`src/rtl/dmg_fb_pkg.sv`:
```
// Shared constants and types for the double-buffered framebuffer arbiter.
package dmg_fb_pkg;

  localparam int FB_AW    = 13;
  localparam int FB_DW    = 8;
  localparam int FB_BYTES = 5760;

  typedef enum logic [0:0] {
    SW_IDLE    = 1'b0,
    SW_PENDING = 1'b1
  } swap_state_t;

endpackage

```
`src/rtl/dmg_fb_wfifo.sv`:
```
// Small synchronous FIFO buffering writer bytes until the RAM port is idle.
module dmg_fb_wfifo
  import dmg_fb_pkg::*;
#(
  parameter int W     = FB_AW + FB_DW,
  parameter int DEPTH = 4
) (
  input  logic         clk,
  input  logic         rst,
  input  logic         push,
  input  logic [W-1:0] push_data,
  input  logic         pop,
  output logic [W-1:0] head,
  output logic         full,
  output logic         empty
);

  localparam int PW = $clog2(DEPTH);
  localparam logic [PW:0] PTR_ONE = {{PW{1'b0}}, 1'b1};

  logic [W-1:0] mem [DEPTH];
  logic [PW:0]  wptr;
  logic [PW:0]  rptr;

  always_ff @(posedge clk or posedge rst) begin
    if (rst) begin
      wptr <= '0;
      rptr <= '0;
    end else begin
      if (push) wptr <= wptr + PTR_ONE;
      if (pop)  rptr <= rptr + PTR_ONE;
    end
  end

  always_ff @(posedge clk) begin
    if (push) mem[wptr[PW-1:0]] <= push_data;
  end

  // Extra pointer bit distinguishes full from empty when indices match.
  assign head  = mem[rptr[PW-1:0]];
  assign empty = (wptr == rptr);
  assign full  = (wptr[PW] != rptr[PW]) && (wptr[PW-1:0] == rptr[PW-1:0]);

endmodule

```
`src/rtl/dmg_fb_arbiter.sv`:
```
// Single-port RAM arbiter: scan-out reads win, queued writes fill idle cycles,
// and bank swaps wait for the LCD frame boundary.
module dmg_fb_arbiter
  import dmg_fb_pkg::*;
#(
  parameter int AW         = FB_AW,
  parameter int DW         = FB_DW,
  parameter int FIFO_DEPTH = 4
) (
  input  logic          clk_8m,
  input  logic          rst,
  input  logic          newframe,
  input  logic          rd_req,
  input  logic [AW-1:0] rd_addr,
  output logic          rd_valid,
  output logic [DW-1:0] rd_data,
  input  logic          wr_valid,
  output logic          wr_ready,
  input  logic [AW-1:0] wr_addr,
  input  logic [DW-1:0] wr_data,
  input  logic          wr_frame_done,
  output logic [AW:0]   mem_addr,
  output logic          mem_we,
  output logic [DW-1:0] mem_wdata,
  input  logic [DW-1:0] mem_rdata,
  output logic          front_bank,
  output logic          swap_pending,
  output logic          swap_done
);

  swap_state_t      state;
  swap_state_t      state_next;
  logic [AW+DW-1:0] head;
  logic             full;
  logic             empty;
  logic             push;
  logic             issue;
  logic             swap_go;
  logic [1:0]       rd_pipe;

  assign push         = wr_valid && wr_ready;
  assign issue        = !rd_req && !empty;
  assign swap_pending = (state == SW_PENDING);
  assign wr_ready     = !rst && !full && !swap_pending;

  dmg_fb_wfifo #(
    .W     (AW + DW),
    .DEPTH (FIFO_DEPTH)
  ) u_wfifo (
    .clk       (clk_8m),
    .rst       (rst),
    .push      (push),
    .push_data ({wr_addr, wr_data}),
    .pop       (issue),
    .head      (head),
    .full      (full),
    .empty     (empty)
  );

  always_ff @(posedge clk_8m or posedge rst) begin
    if (rst) state <= SW_IDLE;
    else     state <= state_next;
  end

  always_comb begin
    state_next = state;
    case (state)
      SW_IDLE: begin
        if (wr_frame_done) state_next = SW_PENDING;
        else               state_next = SW_IDLE;
      end
      SW_PENDING: begin
        if (swap_go) state_next = SW_IDLE;
        else         state_next = SW_PENDING;
      end
      default: state_next = SW_IDLE;
    endcase
  end

  // Swap only once every queued byte has reached the back bank.
  always_comb begin
    swap_go = 1'b0;
    case (state)
      SW_PENDING: begin
        if (newframe && empty && !issue) swap_go = 1'b1;
        else                             swap_go = 1'b0;
      end
      default: swap_go = 1'b0;
    endcase
  end

  always_ff @(posedge clk_8m or posedge rst) begin
    if (rst) begin
      front_bank <= 1'b0;
      swap_done  <= 1'b0;
    end else begin
      swap_done <= swap_go;
      if (swap_go) front_bank <= ~front_bank;
    end
  end

  // Port mux: the bank is captured into the address MSB at acceptance.
  always_ff @(posedge clk_8m or posedge rst) begin
    if (rst) begin
      mem_addr  <= '0;
      mem_we    <= 1'b0;
      mem_wdata <= '0;
    end else begin
      mem_we <= issue;
      if (rd_req) begin
        mem_addr <= {front_bank, rd_addr};
      end else if (issue) begin
        mem_addr  <= {~front_bank, head[AW+DW-1:DW]};
        mem_wdata <= head[DW-1:0];
      end
    end
  end

  always_ff @(posedge clk_8m or posedge rst) begin
    if (rst) begin
      rd_pipe  <= 2'b00;
      rd_valid <= 1'b0;
      rd_data  <= '0;
    end else begin
      rd_pipe  <= {rd_pipe[0], rd_req};
      rd_valid <= rd_pipe[1];
      if (rd_pipe[1]) rd_data <= mem_rdata;
    end
  end

endmodule

```
`config.mk`:
```
export PLATFORM = sky130hd
export DESIGN_NAME = dmg_fb_arbiter
export DESIGN_NICKNAME = d
export VERILOG_FILES = /design/src/rtl/dmg_fb_pkg.sv /design/src/rtl/dmg_fb_wfifo.sv /design/src/rtl/dmg_fb_arbiter.sv
export SDC_FILE = /design/constraint.sdc
export NUM_CORES = 1
export LEC_CHECK = 0
export BUFFER_PORTS_ARGS = -buffer_cell sky130_fd_sc_hd__clkbuf_2
export CORE_MARGIN = 5
export CORE_UTILIZATION = 56
export CTS_BUF_LIST = sky130_fd_sc_hd__clkbuf_8 sky130_fd_sc_hd__clkbuf_16
export CTS_CLUSTER_SIZE = 16
export DETAILED_ROUTE_END_ITERATION = 10
export HOLD_SLACK_MARGIN = 0.02
export PLACE_DENSITY = 0.81
export SLEW_MARGIN = 20
export SYNTH_ARGS = -nofsm -noshare
export SYNTH_HDL_FRONTEND = slang
export SYNTH_SLANG_ARGS = --single-unit
```
`constraint.sdc`:
```
create_clock -name clk_8m -period 2.7 [get_ports clk_8m]
set_clock_uncertainty 0.15 [all_clocks]
set_input_delay 0 -clock clk_8m [delete_from_list [all_inputs] [get_ports clk_8m]]
set_output_delay 0 -clock clk_8m [all_outputs]
set_load 0.02 [all_outputs]
```
# Yosys cells after proc, flatten, opt, wreduce, memory -nomap -nowiden
# Memories as Yosys holds them, arrays and structs flattened.
# Index checks and enable logic that the tools add are counted.
[classes]
add_sub_neg = 2
n_eq_ne = 3
n_mux = 9
bitwise = 3
reduce_logical = 15
[ops]
columns = ["cell", "count"]
rows = [
  ["$mux W14", 2],
  ["$logic_and A1 B1 Y1", 7],
  ["$add A3 B1 Y3 const B", 2],
  ["$logic_not A1 Y1", 6],
  ["$mux W1", 6],
  ["$eq A3 B3 Y1", 1],
  ["$not A1 Y1", 3],
  ["$eq A2 B2 Y1", 1],
  ["$pmux W1 S2", 1],
  ["$reduce_and A2 Y1", 1],
  ["$reduce_bool A2 Y1", 1],
  ["$ne A1 B1 Y1", 1],
]
[word_totals]
regBits = 43
ramBits = 84
out_inout_bits = 36
memories = 1
[memory_table]
columns = ["memory", "words", "width", "read_ports", "rd_clocked_by_memory_dff", "write_ports", "line_no", "text"]
rows = [
  ["u_wfifo.mem", 4, 21, 1, 0, 1, "dmg_fb_wfifo.sv:21", "logic [W-1:0] mem [DEPTH];"],
]

# Longest topological paths before layout
# Gate-level depths: netlist (run 1).
[logic_depth]
depth_word = 9
ltp_mapped = 7
mapped_depth_nobuf = 4

# By module
# Synthesis (run 1) repeated with hierarchy kept, for this count alone.
[hier_totals]
cells_unflattened = 251
hier_area_um2 = 4912.2
[by_module_without_submodules]
columns = ["module", "n_inst", "cells_per_inst", "area_per_inst_um2", "seq_area_each_um2"]
rows = [
  ["dmg_fb_wfifo", 1, 141, 3414.5, 2672.6],
  ["dmg_fb_arbiter", 1, 110, 1497.7, 925.9],
]

# Worst setup path before layout (run 1)
# Ideal clock, no wire load.
[synth_path]
path_kind = "register -> register"
from = "reg state, in the netlist swap_pending"
to = "mem u_wfifo.mem[3][0] in the netlist's numbering, enable pin"
arrival_ns = 1.724
required_time_ns = 2.169
slack_ns = 0.446
stages_incl_launch_ff = 4
cell_sequence = "dfrtp_1 or3b_1 a31oi_4 and2_1"
[synth_via]
elab_chain_cells = 5
[synth_lines]
columns = ["item", "line_no", "text"]
rows = [
  ["from (decl)", "dmg_fb_arbiter.sv:31", "swap_state_t state;"],
  ["from (signal assigned)", "dmg_fb_arbiter.sv:62", "else state <= state_next;"],
  ["$logic_not A1 Y1", "dmg_fb_arbiter.sv:44", "assign wr_ready = !rst && !full && !swap_pending;"],
  ["$logic_and A1 B1 Y1", "dmg_fb_arbiter.sv:44", ""],
  ["$logic_and A1 B1 Y1", "dmg_fb_arbiter.sv:41", "assign push = wr_valid && wr_ready;"],
  ["$mux W1", "dmg_fb_wfifo.sv:36", "if (push) mem[wptr[PW-1:0]] <= push_data;"],
  ["$mux W1 (not written as such)", "dmg_fb_wfifo.sv:36", ""],
  ["to (decl)", "dmg_fb_wfifo.sv:21", ""],
]
# No other way between the ends.

# Worst setup path after layout (run 1)
[layout_path]
from = "in rd_req"
to = "reg mem_addr[0]"
[layout_via]
elab_chain_cells = 3
elab_cells_between_ends = 4
cone_classes = "1 x mux; 3 x reduce/logical"
[layout_lines]
columns = ["item", "line_no", "text"]
rows = [
  ["from (decl)", "dmg_fb_arbiter.sv:13", "input logic rd_req,"],
  ["$logic_not A1 Y1", "dmg_fb_arbiter.sv:42", "assign issue = !rd_req && !empty;"],
  ["$logic_and A1 B1 Y1", "dmg_fb_arbiter.sv:42", ""],
  ["$reduce_bool A2 Y1 (no line)", "n/a", ""],
  ["to (signal assigned)", "dmg_fb_arbiter.sv:111", "mem_addr <= {front_bank, rd_addr};"],
  ["to (signal assigned)", "dmg_fb_arbiter.sv:113", "mem_addr <= {~front_bank, head[AW+DW-1:DW]};"],
  ["to (decl)", "dmg_fb_arbiter.sv:22", "output logic [AW:0] mem_addr,"],
]
# Several ways; a longest one is shown, not always the timed one.
# A chain may end at the register's enable or synchronous reset.

==> results.ini, run 1 <==
[placement]
gp_congestion=0.766
port_buffers=83
dp_hpwl_um=6200
post-place-cells=467

[critical_path]
required_ns=2.95
path_class=primary input to register
crit_buf_inv=3
critPathSlowestCell=dlygate4sd3_1
cpLargestDelayFamily=buffers and inverters
crit_path_end_kind=register
crit_arrival_ns=2.76
path_cells=dlygate4sd3_1 -> clkbuf_2 -> nand2b_1 -> o22ai_1 -> mux2i_1 -> o21ai_1 -> dlygate4sd3_1
path_common_cell=dlygate4sd3_1
crit_fanout=31
slowest_delay_ns=0.61
worstSetupStartpointType=primary input

[logic_synthesis]
synth_area_leaders=edfxtp_1 (50%), dfrtp_1 (21%), mux2i_1 (8.1%), mux4_1 (3.1%), mux2_2 (2.2%)
netlist_area_um2=5060
synth_top_cell_area_share_pct=49.8
synthesis.nets=334
yosysSeqAreaShare_pct=71.1
synth_seq_cells=127
synth_top_area_cell=edfxtp_1
ys_types=31
ys_warn_count=0
syn_area_per_cell_um2=18.0
synth_cells=281

[detailed_routing]
first_pass_iters=4
via_count=3146
detail_route.wl_per_cell_um=21.3
route.detailed.drc=0
viasPerCell=5.60
antenna_left=0
drtIter0Drc=214
drt-total-wl_um=12000

[clock_network]
htree_levels=4
root_buffer=clkbuf_8
post_cts_buffers=0
clockBufferDepth=2
clk_latency_ns=0.52
cts_tree=done
clkTransAtPathRegs_ns=0.06
numClockSinks=127
cts_buffers=17

[timing]
tns_ns=0
final-setup-viol-count=0
max_freq_ghz=0.398
drv_slew=0
hold_viol_final=0
period_share_pct=93.1
worstMarginPinSlew_ns=0.956
grt_setup_unrepaired=false
fin_crit_ns=2.51
relSlewSlack_pct=36.2
hold_ws_ns=0.0934

[power_and_ir_drop]
total_power_mw=6.71
p_comb_share_pct=30.6
p_sw_mw=2.20
p_seq_share_pct=38.0
p_per_area_nw_per_um2=987
clockPowerShare_pct=31.4
p_int_mw=4.50
vdd_drop_max_v=0.000719
p_leak_nw=2.85
switching_share_pct=32.9

[min_path]
min_path_type=primary input to register

[global_routing]
grt_pass1_vias=3362
grt_max_degree=44
grtUsageTotal_pct=22.8
antenna_found_initial=0
grt_pass1_wl_um=19100
grt_overflow=0

[floorplanning]
die_area_um2=11000
io_pins=84
core-area_um2=8760
initial_utilization_pct=57.8
die_y_um=105
rows=34
die_x_um=105

[finish]
area_growth_pct=34.2
nets=494
final_cells=562
diodes=0
drive_above_1_share_pct=33.0

[status]
status=completed

[job]
maxCapViolCount=0

-- per-stage QoR --
stage	area (µm²)	worst slack, ns	util [%]
2_1_floorplan	5060	0.446	-
3_3_place_gp	5610	0.676	64.0
3_5_place_dp	5610	0.605	64.0
4_1_cts	6790	0.153	77.5
5_1_grt	6800	0.0865	77.5
6_report	6800	0.185	77.5
-- cell usage after synthesis --
master    number
mux2i_1       41
mux2_2        10
xnor2_1        3
and2_1         4
a311oi_1       1
or2_1          1
and3_2         1
inv_1          4
clkbuf_1       5
edfxtp_1      84
o21ai_0        4
mux4_2         2
ha_1           5
buf_2          1
buf_8          1
buf_6          6
xnor2_2        2
or3b_1         1
xor2_1         3
nand2_1       15
nor2_1         2
dfrtp_1       43
mux4_1         6
nand2b_1       1
a31oi_4        2
o21ai_1       10
and3_1         1
o22ai_1       13
mux2_4         7
nand3_2        1
xnor2_4        1
-- cell usage in the layout (no fill, tap or decap), types with 2 or more instances in the layout --
cell           instances
a31oi_4                2
and2_1                 4
buf_12                 3
buf_4                  5
clkbuf_16             18
clkbuf_2              83
clkinv_2               4
clkinv_4               3
clkinvlp_4             3
dfrtp_1               42
dlygate4sd3_1         63
edfxtp_1              84
ha_1                   5
inv_1                  4
mux2_2                10
mux2_4                 7
mux2i_1               41
mux4_1                 6
mux4_2                 2
nand2_1               15
nor2_1                 2
o21ai_0                4
o21ai_1               10
o22ai_1               13
xnor2_1                3
xnor2_2                2
xor2_1                 3
-- timing repair --
item,4_1_cts,5_1_grt
gates resized for setup,0,1
endpoints found under the setup margin,0,1
endpoints found under the hold margin,155,0
hold buffers,63,0
-- layer usage --
metal | up-vias | routed length, µm | GRT usage (%) | share of wire [%]
li1 | 1402 | - | - | -
met1 | 1560 | 4600 | 27.2 | 38
met2 | 155 | 6240 | 38.4 | 52
met3 | 29 | 754 | 6.47 | 6.3
met4 | 0 | 380 | 10.3 | 3.2
met5 | - | 0 | 0 | 0
-- power groups by stage --
stage / logic, mW / clock network, mW / registers (mW)
floorplan: 1.30 / 0 / 2.72
global placement: 1.81 / 0 / 2.56
detailed placement: 1.86 / 0 / 2.56
CTS: 1.99 / 2.08 / 2.54
global route: 2.18 / 2.23 / 2.58
finish: 2.05 / 2.11 / 2.55
-- kinds of logic after synthesis --
| logic type | after synthesis | share of synthesized area (%) |
|---|---|---|
| adders and majority gates | 5 | 1.24 |
| and+or+nand+nor | 27 | 2.64 |
| DFF | 127 | 71.1 |
| buffers and inverters | 17 | 2.40 |
| AOI/OAI and AO/OA | 30 | 4.00 |
| muxes | 66 | 16.4 |
| xor gates and xnor gates | 9 | 2.22 |
-- sequential cells by signal, summed over array words and instances, names as in the netlist, 2 cells and up --
signal	cells
mem_addr	14
mem_wdata	8
rd_data	8
rd_pipe	2
u_wfifo.mem	84
u_wfifo.rptr	3
u_wfifo.wptr	3
-- worst paths after layout --
kind	startpoint	to	slack, ns	cells after the start
worst max-delay path	rd_req	mem_addr[0]	0.19	7
worst min-delay path	wr_data[1]	u_wfifo.mem[0][1]	0.09	2
worst max register to register	u_wfifo.rptr[1]	mem_addr[0]	0.24	6
worst min register to register	rd_pipe[0]	rd_pipe[1]	0.21	0
max in group asynchronous	rst	u_wfifo.rptr[0]	1.61	3
min in group asynchronous	rst	mem_addr[13]	0.14	3
-- final cells by class --
cell class                      count  area (µm²)
Sequential cell                   127        3600
Inverter                            4        15.0
Clock buffer                       19         464
Fill cell                         469        1970
Tap cell                          108         135
Multi-Input combinational cell    137        1350
Timing Repair Buffer              154        1140
Clock inverter                     13        87.6
No activity file was read; power rests on OpenSTA's default activity.
==> run 2: changes to the inputs <==
Settings changed: ABC_AREA set to 1.
==> results.ini, run 2 <==
[status]
status=completed

[finish]
n_fill_cell=489  ; +4.3%
multi_input_area_um2=1430  ; +6.0%
final_common_cell=nand2_1
drive_above_1_share_pct=23.1  ; -9.9 points
largest_reg_flops=84  ; unchanged
final_util_pct=77.3  ; -0.25 points
diodes=0  ; unchanged
nets=689  ; +39%
final_cells=760  ; +35%
final_cell_mix=nand2_1 (168), edfxtp_1 (84), clkbuf_2 (83), dlygate4sd3_1 (74), nand3_1 (53)
area_growth_pct=35.5
final-seq-area_um2=3600  ; about the same

[detailed_routing]
first_pass_iters=5  ; +1
drt-total-wl_um=14200  ; +18%
antenna_left=0  ; unchanged
detail_route.wl_per_cell_um=18.6  ; -13%
via_count=4213  ; +34%
viasPerCell=5.54  ; -0.97%
drtIter0Drc=383  ; +79%
route.detailed.drc=0  ; unchanged

[timing]
worstMarginPinSlew_ns=0.609  ; -0.347 ns
hold_ws_ns=0.0912  ; -0.00226 ns
grt_setup_unrepaired=false
final-setup-viol-count=0  ; unchanged
hold_viol_final=0  ; unchanged
drv_slew=0  ; unchanged
fin_crit_ns=2.60  ; +0.0854 ns
relSlewSlack_pct=59.2  ; +23 points
max_freq_ghz=0.385  ; -3.3%
tns_ns=0  ; unchanged
period_share_pct=96.3  ; +3.2 points

[clock_network]
root_buffer=clkbuf_8
numClockSinks=127  ; unchanged
cts_buffers=17  ; unchanged
cts_tree=done
clk_latency_ns=0.53  ; about the same
clkTransAtPathRegs_ns=0.07  ; about the same
htree_levels=4  ; unchanged
clockBufferDepth=2  ; unchanged

[floorplanning]
rows=35  ; +2.9%
die_area_um2=11400  ; +2.8%
core-area_um2=9150  ; +4.4%
die_x_um=107  ; +1.4%
initial_utilization_pct=57.0  ; -0.73 points
io_pins=84  ; unchanged
die_y_um=107  ; +1.4%

[global_routing]
grt_max_degree=44  ; unchanged
antenna_found_initial=0  ; unchanged
grtUsageTotal_pct=26.0  ; +3.2 points
grt_pass1_vias=4420  ; +31%
grt_overflow=0  ; unchanged
grt_pass1_wl_um=22300  ; +17%

[logic_synthesis]
ys_types=26  ; -16%
synth.most_common_cell=nand2_1
synth_top_area_cell=edfxtp_1
synthTopCellsByCount=nand2_1 (168), edfxtp_1 (84), nand3_1 (53), dfrtp_1 (43), nor2_1 (38)
synth_area_leaders=edfxtp_1 (48%), dfrtp_1 (21%), nand2_1 (12%), nand3_1 (5.1%), nor2_1 (2.7%)
syn_area_per_cell_um2=11.1  ; -38%
synth_seq_cells=127  ; unchanged
async_flop_share_pct=33.9  ; unchanged
synthesis.nets=524  ; +57%
synthFlopType=edfxtp_1
netlist_area_um2=5220  ; +3.1%
ys_warn_count=0  ; unchanged
synth_edf_count=84  ; unchanged
yosysSeqAreaShare_pct=68.9  ; -2.1 points
synth_cells=471  ; +68%
synth_top_cell_area_share_pct=48.3  ; -1.5 points

[power_and_ir_drop]
total_power_mw=7.26  ; +8.2%
vdd_drop_max_v=0.000601  ; -16%
p_per_area_nw_per_um2=1030  ; +4.0%
p_leak_nw=3.11  ; +9.1%

[critical_path]
path_class=register to register
worstSetupStartpointType=register
crit_arrival_ns=2.92  ; +0.16 ns
crit_fanout=26  ; -16%
crit_path_end_kind=register
required_ns=3.02  ; +0.07 ns

[placement]
gp_congestion=0.835  ; +9.0%
port_buffers=83  ; unchanged
post-place-cells=653  ; +40%
dp_hpwl_um=7310  ; +18%

[job]
maxCapViolCount=0  ; unchanged

[min_path]
min_path_type=primary input to register

-- run 2: cell types whose count changed after synthesis, sizes merged, moves of 3 or more --
cell   change
and2       -4
buf        +9
inv       +12
mux2       -9
mux2i     -41
mux4       -8
nand2    +155
nand3     +54
nand4      +3
nor2      +38
o22ai     -13
xnor2      -3
-- run 2: stage by stage --
stage | area (µm²) | worst slack (ns)
2_1_floorplan | 5220 | 0.222
3_5_place_dp | 5750 | 0.442
3_3_place_gp | 5750 | 0.558
4_1_cts | 7070 | 0.105
5_1_grt | 7070 | 0.0127
6_report | 7070 | 0.100
-- run 2: critical path, cell delays in order (launching register included) --
cell           delay [ns]
dfrtp_1              0.41
buf_4                0.36
clkinvlp_2           0.52
nand3_1              0.23
nand3_1              0.11
nand2_1              0.08
nand2_1              0.05
nand2_1              0.07
dlygate4sd3_1        0.55
-- run 2: cell families (layout without fill, tap and decap cells) --
kind of cell / after synthesis / after routing / share of synthesized area [%]
adders and majority gates: 5 / 5 / 1.20
buffers and inverters: 40 / 218 / 3.83
and+or+nand+nor: 269 / 269 / 21.5
AOI/OAI and AO/OA: 16 / 16 / 1.53
DFF: 127 / 127 / 68.9
muxes: 8 / 8 / 1.73
xor gates and xnor gates: 6 / 6 / 1.29
-- run 2: cell type report --
cell class | count | share of cell area (%)
Clock inverter | 15 | 2.30
Tap cell | 111 | 1.96
Timing Repair Buffer | 168 | 17.7
Clock buffer | 17 | 5.85
Inverter | 17 | 1.03
Multi-Input combinational cell | 304 | 20.2
Sequential cell | 127 | 50.9
Timing Repair inverter | 1 | 0.0707
-- run 2: worst paths after layout --
check,slack [ns],cells after the start,end,from
worst max register to register,0.10,8,mem_addr[4],u_wfifo.rptr[1]
min in group asynchronous,0.45,4,mem_wdata[4],rst
worst max-delay path,0.10,8,mem_addr[4],u_wfifo.rptr[1]
max in group asynchronous,1.23,5,rd_data[2],rst
worst min register to register,0.20,0,rd_pipe[1],rd_pipe[0]
worst min-delay path,0.09,2,u_wfifo.mem[0][4],wr_data[4]
-- run 2: routing by layer --
layer | up-vias | share of wire [%] | GRT usage [%] | wire, µm
met5 | - | 0 | 0 | 0
met4 | 0 | 4.9 | 14.3 | 701
met3 | 68 | 8.6 | 5.59 | 1210
met2 | 281 | 51 | 45.1 | 7220
met1 | 1967 | 36 | 30.1 | 5030
li1 | 1897 | - | - | -
-- run 2: repair_timing --
action | CTS | global route
endpoints found under the hold margin | 156 | 0
hold buffers | 74 | 0
gates resized for setup | 0 | 1
endpoints found under the setup margin | 0 | 9
buffers inserted | 0 | 0
-- run 2: report_power, final --
group	leakage (nW)	switching [mW]	total [mW]	internal, mW
clock network	0.277	0.899	2.22	1.32
logic	1.55	1.59	2.45	0.866
registers	1.27	0.219	2.58	2.36
==> run 3: changes to the inputs <==
Settings changed: GPL_TIMING_DRIVEN set to 0.
==> results.ini, run 3 (same netlist as run 2, synthesis figures left out) <==
[power_and_ir_drop]
p_leak_nw=3.05  ; -1.7%
vdd_drop_max_v=0.000736  ; +23%
total_power_mw=7.06  ; -2.7%
p_per_area_nw_per_um2=1030  ; about the same

[detailed_routing]
drtIter0Drc=425  ; +11%
drt-total-wl_um=12700  ; -10%
via_count=4042  ; -4.1%
first_pass_iters=5  ; unchanged
viasPerCell=5.41  ; -2.4%
detail_route.wl_per_cell_um=17.0  ; -8.8%
route.detailed.drc=0  ; unchanged
antenna_left=0  ; unchanged

[timing]
max_freq_ghz=0.404  ; +5.1%
drv_slew=0  ; unchanged
grt_setup_unrepaired=false
fin_crit_ns=2.47  ; -0.125 ns
hold_viol_final=0  ; unchanged
tns_ns=0  ; unchanged
final-setup-viol-count=0  ; unchanged
relSlewSlack_pct=49.1  ; -10 points
worstMarginPinSlew_ns=0.762  ; +0.153 ns
period_share_pct=91.6  ; -4.6 points

[global_routing]
grt_pass1_vias=4199  ; -5.0%
grtUsageTotal_pct=23.4  ; -2.7 points
antenna_found_initial=0  ; unchanged
grt_pass1_wl_um=20400  ; -8.8%
grt_max_degree=29  ; -34%
grt_overflow=0  ; unchanged

[finish]
drive_above_1_share_pct=24.5  ; +1.4 points
largest_reg_flops=84  ; unchanged
diodes=0  ; unchanged
final_common_cell=nand2_1
area_growth_pct=31.7
nets=676  ; -1.9%
final_cell_mix=nand2_1 (168), edfxtp_1 (84), clkbuf_2 (83), nand3_1 (53), dlygate4sd3_1 (49)
n_fill_cell=546  ; +12%

[min_path]
min_path_type=primary input to register

[clock_network]
clkTransAtPathRegs_ns=0.06  ; about the same
clk_latency_ns=0.52  ; about the same
htree_levels=4  ; unchanged
numClockSinks=127  ; unchanged
post_cts_buffers=0  ; unchanged
cts_buffers=17  ; unchanged
cts_tree=done
root_buffer=clkbuf_8
clockBufferDepth=2  ; unchanged

[critical_path]
crit_fanout=21  ; -19%
crit_path_end_kind=register
worstSetupStartpointType=register
path_class=register to register
required_ns=2.70  ; -0.32 ns
crit_arrival_ns=2.47  ; -0.45 ns

[floorplanning]
die_area_um2=11400  ; unchanged
rows=35  ; unchanged
initial_utilization_pct=57.0  ; unchanged
io_pins=84  ; unchanged
die_x_um=107  ; unchanged
core-area_um2=9150  ; unchanged
die_y_um=107  ; unchanged

[job]
maxCapViolCount=0  ; unchanged

[placement]
gp_congestion=0.783  ; -6.2%
dp_hpwl_um=7400  ; +1.2%
port_buffers=83  ; unchanged

[status]
status=completed

==> run 3: layout make-up <==
type | count | area [µm²] | share of cell area, %
buffer | 23 | 131 | 1.91
clock buffer | 20 | 478 | 6.95
clock inverter | 12 | 82.6 | 1.20
inverter | 17 | 68.8 | 1.00
multi-input combinational | 304 | 1450 | 21.1
sequential | 127 | 3600 | 52.3
tap | 111 | 139 | 2.02
timing repair buffer | 133 | 926 | 13.5
==> run 3: stage by stage <==
stage               std cells  area (µm²)  hold WS (ns)  util (%)  setup WS [ns]
global placement          665        5770       -0.0277      63.1         -0.575
detailed placement        666        5820        -0.146      63.6          0.201
CTS                       747        6880        0.0819      75.1          0.192
finish                    747        6880        0.0861      75.1          0.225
global route              747        6880        0.0877      75.1         0.0176
floorplan                 471        5220        -0.119         -          0.222
==> run 3: what timing repair did <==
action,CTS,global route
hold buffers,49,0
gates resized for setup,0,0
hold endpoints to repair,177,0
==> run 3: report_power, final <==
group	total [mW]	internal (mW)	leakage, nW	switching, mW
registers	2.56	2.37	1.27	0.193
clock network	2.12	1.26	0.275	0.855
logic	2.39	0.796	1.50	1.59
==> run 3: worst paths after layout <==
kind	slack, ns	endpoint	cells after the start	start
max in group asynchronous	1.49	mem_addr[2]	5	rst
hold reg to reg	0.20	rd_pipe[1]	0	rd_pipe[0]
setup reg to reg	0.23	u_wfifo.mem[0][9]	5	u_wfifo.rptr[1]
min in group asynchronous	0.43	mem_wdata[6]	4	rst
setup / recovery	0.23	u_wfifo.mem[0][9]	5	u_wfifo.rptr[1]
hold / removal	0.09	u_wfifo.mem[2][4]	2	wr_data[4]
==> run 3: critical path, stage by stage, from the launching register on <==
cell     delay [ns]
dfrtp_1        0.38
buf_2          0.19
xnor2_2        0.17
nand3_1        0.17
nand3_1        0.34
nor2_4         0.69
==> run 3: layer usage <==
metal | share of wire (%) | global-route usage (%) | up-vias
met1 | 38 | 27.6 | 1905
met2 | 50 | 40.4 | 215
met4 | 4.0 | 12.2 | 0
met5 | 0 | 0 | -
met3 | 8.0 | 4.68 | 46
li1 | - | - | 1876
